==> src/rtl/key_debounce.sv <==
// Push-button synchroniser/debouncer: clean level plus press, release and auto-repeat pulses.
// Optional auto-repeat is enabled by defining KEY_DEBOUNCE_AUTO_REPEAT_EN.
module key_debounce #(
  parameter int unsigned DEBOUNCE_CYCLES = 1_000_000,
  parameter int unsigned REPEAT_DELAY    = 25_000_000,
  parameter int unsigned REPEAT_PERIOD   = 5_000_000,
  parameter int unsigned CNT_W           = 26
) (
  input  logic clk,
  input  logic reset_n,
  input  logic key_n,
  output logic pressed,
  output logic press_pulse,
  output logic release_pulse,
  output logic repeat_pulse,
  output logic event_pulse
);

  localparam logic [CNT_W-1:0] DB_LAST = CNT_W'(DEBOUNCE_CYCLES - 1);
  localparam logic [CNT_W-1:0] CNT_ONE = CNT_W'(1);
  localparam bit               DB_ONE  = (DEBOUNCE_CYCLES == 1);

  typedef enum logic [1:0] {
    RELEASED    = 2'd0,
    PRESS_CHK   = 2'd1,
    PRESSED     = 2'd2,
    RELEASE_CHK = 2'd3
  } state_t;

  state_t           state;
  logic             sync1;
  logic             sync2;
  logic             key_s;
  logic [CNT_W-1:0] db_cnt;
  logic             press_fire_c;
  logic             release_fire_c;
  logic             rep_fire_c;

  // Two-flop synchroniser; idles at "released"
  always_ff @(posedge clk or negedge reset_n) begin
    if (!reset_n) begin
      sync1 <= 1'b1;
      sync2 <= 1'b1;
    end else begin
      sync1 <= key_n;
      sync2 <= sync1;
    end
  end

  assign key_s = ~sync2;

  // The cycle that first observes the new level counts as the first stable cycle
  assign press_fire_c   = key_s &&
                          ((state == RELEASED && DB_ONE) || (state == PRESS_CHK && db_cnt == DB_LAST));
  assign release_fire_c = !key_s &&
                          ((state == PRESSED && DB_ONE) || (state == RELEASE_CHK && db_cnt == DB_LAST));

  always_ff @(posedge clk or negedge reset_n) begin
    if (!reset_n) begin
      state         <= RELEASED;
      db_cnt        <= '0;
      pressed       <= 1'b0;
      press_pulse   <= 1'b0;
      release_pulse <= 1'b0;
      event_pulse   <= 1'b0;
    end else begin
      press_pulse   <= press_fire_c;
      release_pulse <= release_fire_c;
      event_pulse   <= press_fire_c | rep_fire_c;
      pressed       <= pressed ? !release_fire_c : press_fire_c;

      unique case (state)
        RELEASED: begin
          if (key_s) begin
            state  <= DB_ONE ? PRESSED : PRESS_CHK;
            db_cnt <= DB_ONE ? '0 : CNT_ONE;
          end
        end
        PRESS_CHK: begin
          if (!key_s) begin
            state  <= RELEASED;
            db_cnt <= '0;
          end else if (press_fire_c) begin
            state  <= PRESSED;
            db_cnt <= '0;
          end else begin
            db_cnt <= db_cnt + CNT_ONE;
          end
        end
        PRESSED: begin
          if (!key_s) begin
            state  <= DB_ONE ? RELEASED : RELEASE_CHK;
            db_cnt <= DB_ONE ? '0 : CNT_ONE;
          end
        end
        RELEASE_CHK: begin
          if (key_s) begin
            state  <= PRESSED;
            db_cnt <= '0;
          end else if (release_fire_c) begin
            state  <= RELEASED;
            db_cnt <= '0;
          end else begin
            db_cnt <= db_cnt + CNT_ONE;
          end
        end
      endcase
    end
  end

`ifdef KEY_DEBOUNCE_AUTO_REPEAT_EN
  logic [CNT_W-1:0] rep_cnt;
  logic [CNT_W-1:0] rep_nxt_c;
  logic [CNT_W-1:0] rep_target_c;
  logic             rep_armed;
  logic             stay_pressed_c;
  logic             enter_pressed_c;

  // rep_cnt counts cycles in the current phase; first phase is REPEAT_DELAY, then REPEAT_PERIOD
  assign stay_pressed_c  = (state == PRESSED) && key_s;
  assign enter_pressed_c = press_fire_c || ((state == RELEASE_CHK) && key_s);
  assign rep_nxt_c       = rep_cnt + CNT_ONE;
  assign rep_target_c    = rep_armed ? CNT_W'(REPEAT_PERIOD) : CNT_W'(REPEAT_DELAY);
  assign rep_fire_c      = stay_pressed_c && (rep_nxt_c >= rep_target_c);

  always_ff @(posedge clk or negedge reset_n) begin
    if (!reset_n) begin
      rep_cnt      <= '0;
      rep_armed    <= 1'b0;
      repeat_pulse <= 1'b0;
    end else begin
      repeat_pulse <= rep_fire_c;
      if (stay_pressed_c) begin
        rep_cnt   <= rep_fire_c ? '0 : rep_nxt_c;
        rep_armed <= rep_armed | rep_fire_c;
      end else if (enter_pressed_c) begin
        rep_cnt   <= CNT_ONE;
        rep_armed <= 1'b0;
      end else begin
        rep_cnt   <= '0;
        rep_armed <= 1'b0;
      end
    end
  end
`else
  localparam int unsigned unused_repeat_cfg = REPEAT_DELAY + REPEAT_PERIOD;

  assign rep_fire_c   = 1'b0;
  assign repeat_pulse = 1'b0;
`endif

endmodule

==> config.mk <==
export PLATFORM = sky130hd
export DESIGN_NAME = key_debounce
export DESIGN_NICKNAME = d
export VERILOG_FILES = /design/src/rtl/key_debounce.sv
export SDC_FILE = /design/constraint.sdc
export NUM_CORES = 1
export LEC_CHECK = 0
export CAP_MARGIN = 10
export CORE_UTILIZATION = 30
export DETAILED_ROUTE_END_ITERATION = 10
export PLACE_DENSITY = 0.58
export SLEW_MARGIN = 0
export SYNTH_ARGS = -nofsm -noshare
export SYNTH_HDL_FRONTEND = slang
export SYNTH_SLANG_ARGS = --single-unit
==> constraint.sdc <==
create_clock -name clk -period 1.9 [get_ports clk]
set_input_delay 0.38 -clock clk [delete_from_list [all_inputs] [get_ports clk]]
set_output_delay 0.38 -clock clk [all_outputs]
set_load 0.03 [all_outputs]
; ---- Word level (Yosys, flattened, before mapping)
; Cells that the tools add are included.
[word_totals]
register_bits = 33
wordCells = 40
[op_classes]
addsub = 1
eq_ne = 8
mux = 15
bitwise = 1
n_reduce_logical = 8
[op_table]
columns = cell, count
row1 = 26-bit 2-to-1 mux, 6
row2 = 26-bit case mux with 4 select lines, 1
row3 = "26-bit by 1-bit adder with 26-bit output, second input constant", 1
row4 = "26-bit by 20-bit equality test with 1-bit output, second input constant", 1
row5 = 2-bit 2-to-1 mux, 6
row6 = 2-bit case mux with 4 select lines, 1
row7 = "3-bit != test, second input constant", 2
row8 = "2-bit equality test, second input constant", 2
row9 = 1-bit logical AND, 4
row10 = "2-bit != test, second input constant", 2
row11 = 4-bit AND reduction, 1
row12 = "2-bit by 1-bit equality test with 1-bit output, second input constant", 1
row13 = 2-bit logical NOT, 1
row14 = 2-bit AND reduction, 1
row15 = 1-bit logical NOT, 1
row16 = 1-bit 2-to-1 mux, 1
row17 = 1-bit NOT, 1

; ---- Logic depth before layout (Yosys ltp)
[logic_depth]
ltp_word = 6
depth_mapped = 8
mapped_depth_nobuf = 6

; ---- Worst setup path before layout
; Ideal clock, no wire load.
[synth_timing]
kind = register to register
startpoint = register db_cnt[7]
endpoint = register db_cnt[22]
setup_ns = 0.124
t_arrival_ns = 1.843
slack_ns = -0.067
stages_incl_launch_ff = 9
cell_sequence = dfrtp_1 > buf_6 > or4b_4 > nor4_4 > a21oi_2 > buf_6 > buf_8 > a32oi_1 > nand2_1
[synth_via]
elab_chain_len = 6
word_cells_on_any_way = 11
classes_between = 1 x add/sub / 1 x eq/ne / 5 x mux / 4 x reduce/logical
[synth_lines]
columns = element, line
row1 = start: declaration, 34  ; logic [CNT_W-1:0] db_cnt;
row2 = start signal: assignment, 76  ; db_cnt <= DB_ONE ? '0 : CNT_ONE;
row3 = start signal: assignment, 87  ; db_cnt <= db_cnt + CNT_ONE;
row4 = start signal: assignment, 93  ; db_cnt <= DB_ONE ? '0 : CNT_ONE;
row5 = branches (longest 5 deep; another with 26-bit by 1-bit adder with 26-bit output), n/a
row6 = 26-bit case mux with 4 select lines (*), 72  ; unique case (state)
; Every way passes the cells marked *.
; A chain may end at the register's enable or synchronous reset.

; ---- Worst setup path after layout
[layout_timing]
startpoint = register db_cnt[15]
endpoint = register db_cnt[21]
; The elaborated chain is that of the path after synthesis.

==> results.toml <==
[global_route]
grt_overflow_total = 0
grt_start_max_net_pins = 34
grt_usage = 0.156
antenna_found_initial = 0
grt_pass1_wl_mm = 7.61
first_global_vias = 1663

[synthesis]
ys_ff_latch = 33
yosysUniqueCellTypes = 47
yosysMostFrequentCell = "dfrtp_1"
syn_inst = 197
synth_top_family_by_area = "simple AND/OR/NAND/NOR gates"
synthSimpleGateAreaFrac = 0.235
synth_edf_count = 0
synthAdderAreaFrac = 0.00684
async_flop_share = 1.00
yosys.area_share.xor_xnor = 0.00479
synth-compound-area-share = 0.225
yosys_warnings = 0
syn_area_mm2 = 0.00183
netlist.area_leader.share = 0.424
synthTopCellsByCount = "dfrtp_1 (31), a21oi_1 (20), nand2_1 (17)"
synth_area_leader_cell = "dfrtp_1"
ys_seq_area_frac = 0.453
muxShareOfSynthArea = 0.00547
synth_nets = 201
ys_top_cells_by_area = "dfrtp_1 (42%), a21oi_1 (5.5%), a31oi_1 (4.8%), nand2_1 (3.5%), nand3_1 (3.3%)"
synth.avg_cell_area_um2 = 9.29
synthFlopType = "dfrtp_1"

[sta]
worst_slew_pin_slew_ns = 0.655
finalSetupViolCount = 5
hold_violations = 0
fin_crit_ns = 1.93
skew_ns = 0.0109
setup_ws_ns = -0.0301
final-max-slew-violation-count = 0
setup_tns_ns = -0.130
grt_setup_unrepaired = "true"
max-slew-margin-rel = 0.563
fmax_ghz = 0.518
finalCritPeriodShare = 1.02

[route]
vias = 1695
avgViaCountPerCell = 5.28
wirelength_mm = 4.43
drcViolationCount = 0
ant_nets = 0
drt-wirelength-per-cell_um = 13.8
dr.first_iter.drc_count = 49
firstDrtPassIters = 4

[worst_setup_path]
cp.required_ns = 2.06
end_kind = "flip-flop"
crit_slowest_cell = "or4b_4"
cp.arrival_ns = 2.09
cpPeakStageDelay_ns = 0.55
crit_path_start_kind = "flip-flop"
critPathBufInv = 1
worstPathCellList = "or4b_4, nor4_4, a21oi_2, buf_4, o221ai_1, o41ai_1"
crit_fanout = 8
critPathKind = "flip-flop to flip-flop"
critical-path-top-delay-family = "simple AND/OR/NAND/NOR gates"

[hold_path]
hold_class = "flip-flop to flip-flop"

[layout]
utilization = 0.423
final_layout_size_suffix_gt1_frac = 0.362
final_net_count = 249
fin_cells = 321
multi_input_area_um2 = 992
antennaDiodeCount = 0
fillCellCount = 594
seq_area_um2 = 832
area_delta_synth_final_pct = 36.3

[pwr]
powerDensity_mw_per_mm2 = 815
seqPwrFrac = 0.403
internal-power_mw = 1.42
p_leak_nw = 1.04
swShare = 0.302
clockPowerShare = 0.338
combinationalPowerShare = 0.259
peakVddDrop_mv = 0.639
p_sw_uw = 614

[placement]
preCtsSetupSlack_ns = -0.0855
hpwl_mm = 3.11
port_buffers = 6
globalplace.congestion = 0.775
place_inst = 308

[clock_network]
ctsHoldBuffers = 0
cts.clk_slew.worst_paths_ns = 0.07
clk_latency_ns = 0.29
cts_root_buf = "clkbuf_8"
cts_made_buffers = 5
cts.sinks = 33
htreeDepth = 2
cts_max_path_buffers = 2
cts_tree = "yes"

[floorplanning]
ios = 8
die_w_um = 80.1
die-area_mm2 = 0.00641
coreArea_mm2 = 0.00589
rows = 28
die_h_um = 80.1
initial_core_util = 0.311

[flow_run]
max_cap_violations = 0

[status]
violations = "negative setup slack"
status = "complete, but fails checks"
worst paths after layout:
kind / from / endpoint / slack (ns) / cells after the start
max in group asynchronous: reset_n / sync1 / 1.07 / 2
setup reg to reg: db_cnt[15] / db_cnt[21] / -0.03 / 6
hold reg to reg: sync1 / sync2 / 0.35 / 0
setup / recovery: db_cnt[15] / db_cnt[21] / -0.03 / 6
min in group asynchronous: reset_n / db_cnt[8] / 0.50 / 2
hold / removal: sync1 / sync2 / 0.35 / 0
final cells by class:
| cell class | instances | area share |
|---|---|---|
| well taps | 75 | 0.0377 |
| repair buffers | 52 | 0.170 |
| flip-flops and latches | 33 | 0.334 |
| clock buffers | 7 | 0.0346 |
| inverters | 9 | 0.0136 |
| multi-input cells | 144 | 0.398 |
| clock inverters | 1 | 0.0120 |
cell families after synthesis:
family | count (synthesis)
and+or+nand+nor | 74
AOI/OAI and AO/OA | 66
DFF | 33
buffers and inverters | 20
adders and majority gates | 1
other | 1
xor gates and xnor gates | 1
muxes | 1
repair_timing:
item	4_1_cts	5_1_grt
gates cloned	0	0
pin swaps	6	8
endpoints found under the setup margin	22	29
setup buffers	4	1
resized for setup	13	19
sequential cells by signal (all words and copies together) (netlist names), named ones only:
name and flops:
sync1 1, release_pulse 1, db_cnt 26, state 1, pressed 1, sync2 1, event_pulse 1
worst reg2reg max path, stage by stage (launching register included):
cell	delay (ns)
dfrtp_1	0.39
or4b_4	0.55
nor4_4	0.26
a21oi_2	0.14
buf_4	0.18
o221ai_1	0.18
o41ai_1	0.10
per-stage QoR:
step	hold WS (ns)	power, mW	area, um2
3_3_place_gp	0.346	1.32	2220
2_1_floorplan	0.0844	1.15	1850
4_1_cts	0.357	2.04	2420
3_5_place_dp	0.347	1.32	2220
6_report	0.355	2.03	2490
5_1_grt	0.359	2.14	2490
per-layer routing:
metal / vias to the layer above / track usage / part of all wire
met5: - / 0 / 0
met4: 0 / 0.0589 / 0.014
met3: 7 / 0.0273 / 0.028
met2: 20 / 0.256 / 0.49
met1: 827 / 0.204 / 0.47
li1: 841 / - / -
placed cells by master, fill, tap and decap left out, types with 3 or more instances in the layout:
cell type        count
and4_1               3
nor2_1               5
o21a_1               3
o21ai_0              4
nor3_1               4
nor3_2               3
buf_4               41
clkbuf_8             6
clkdlybuf4s50_1      6
a31oi_1             14
nand4_1              6
buf_6                5
dfrtp_1             28
dfrtp_2              3
inv_1                9
o21ai_1              7
nand2_1             17
nor4_1               3
a21oi_1             15
or3_1                3
nor2_2               3
a21oi_2              6
nand3_1             11
power by group through the flow:
stage / clock network [mW] / logic (mW) / registers [mW]
after floorplan: 0 / 0.330 / 0.823
after global placement: 0 / 0.495 / 0.824
after detailed placement: 0 / 0.496 / 0.823
after CTS: 0.703 / 0.519 / 0.813
after global routing: 0.722 / 0.587 / 0.831
final: 0.686 / 0.526 / 0.820
No activity file was read; power rests on OpenSTA's default activity.
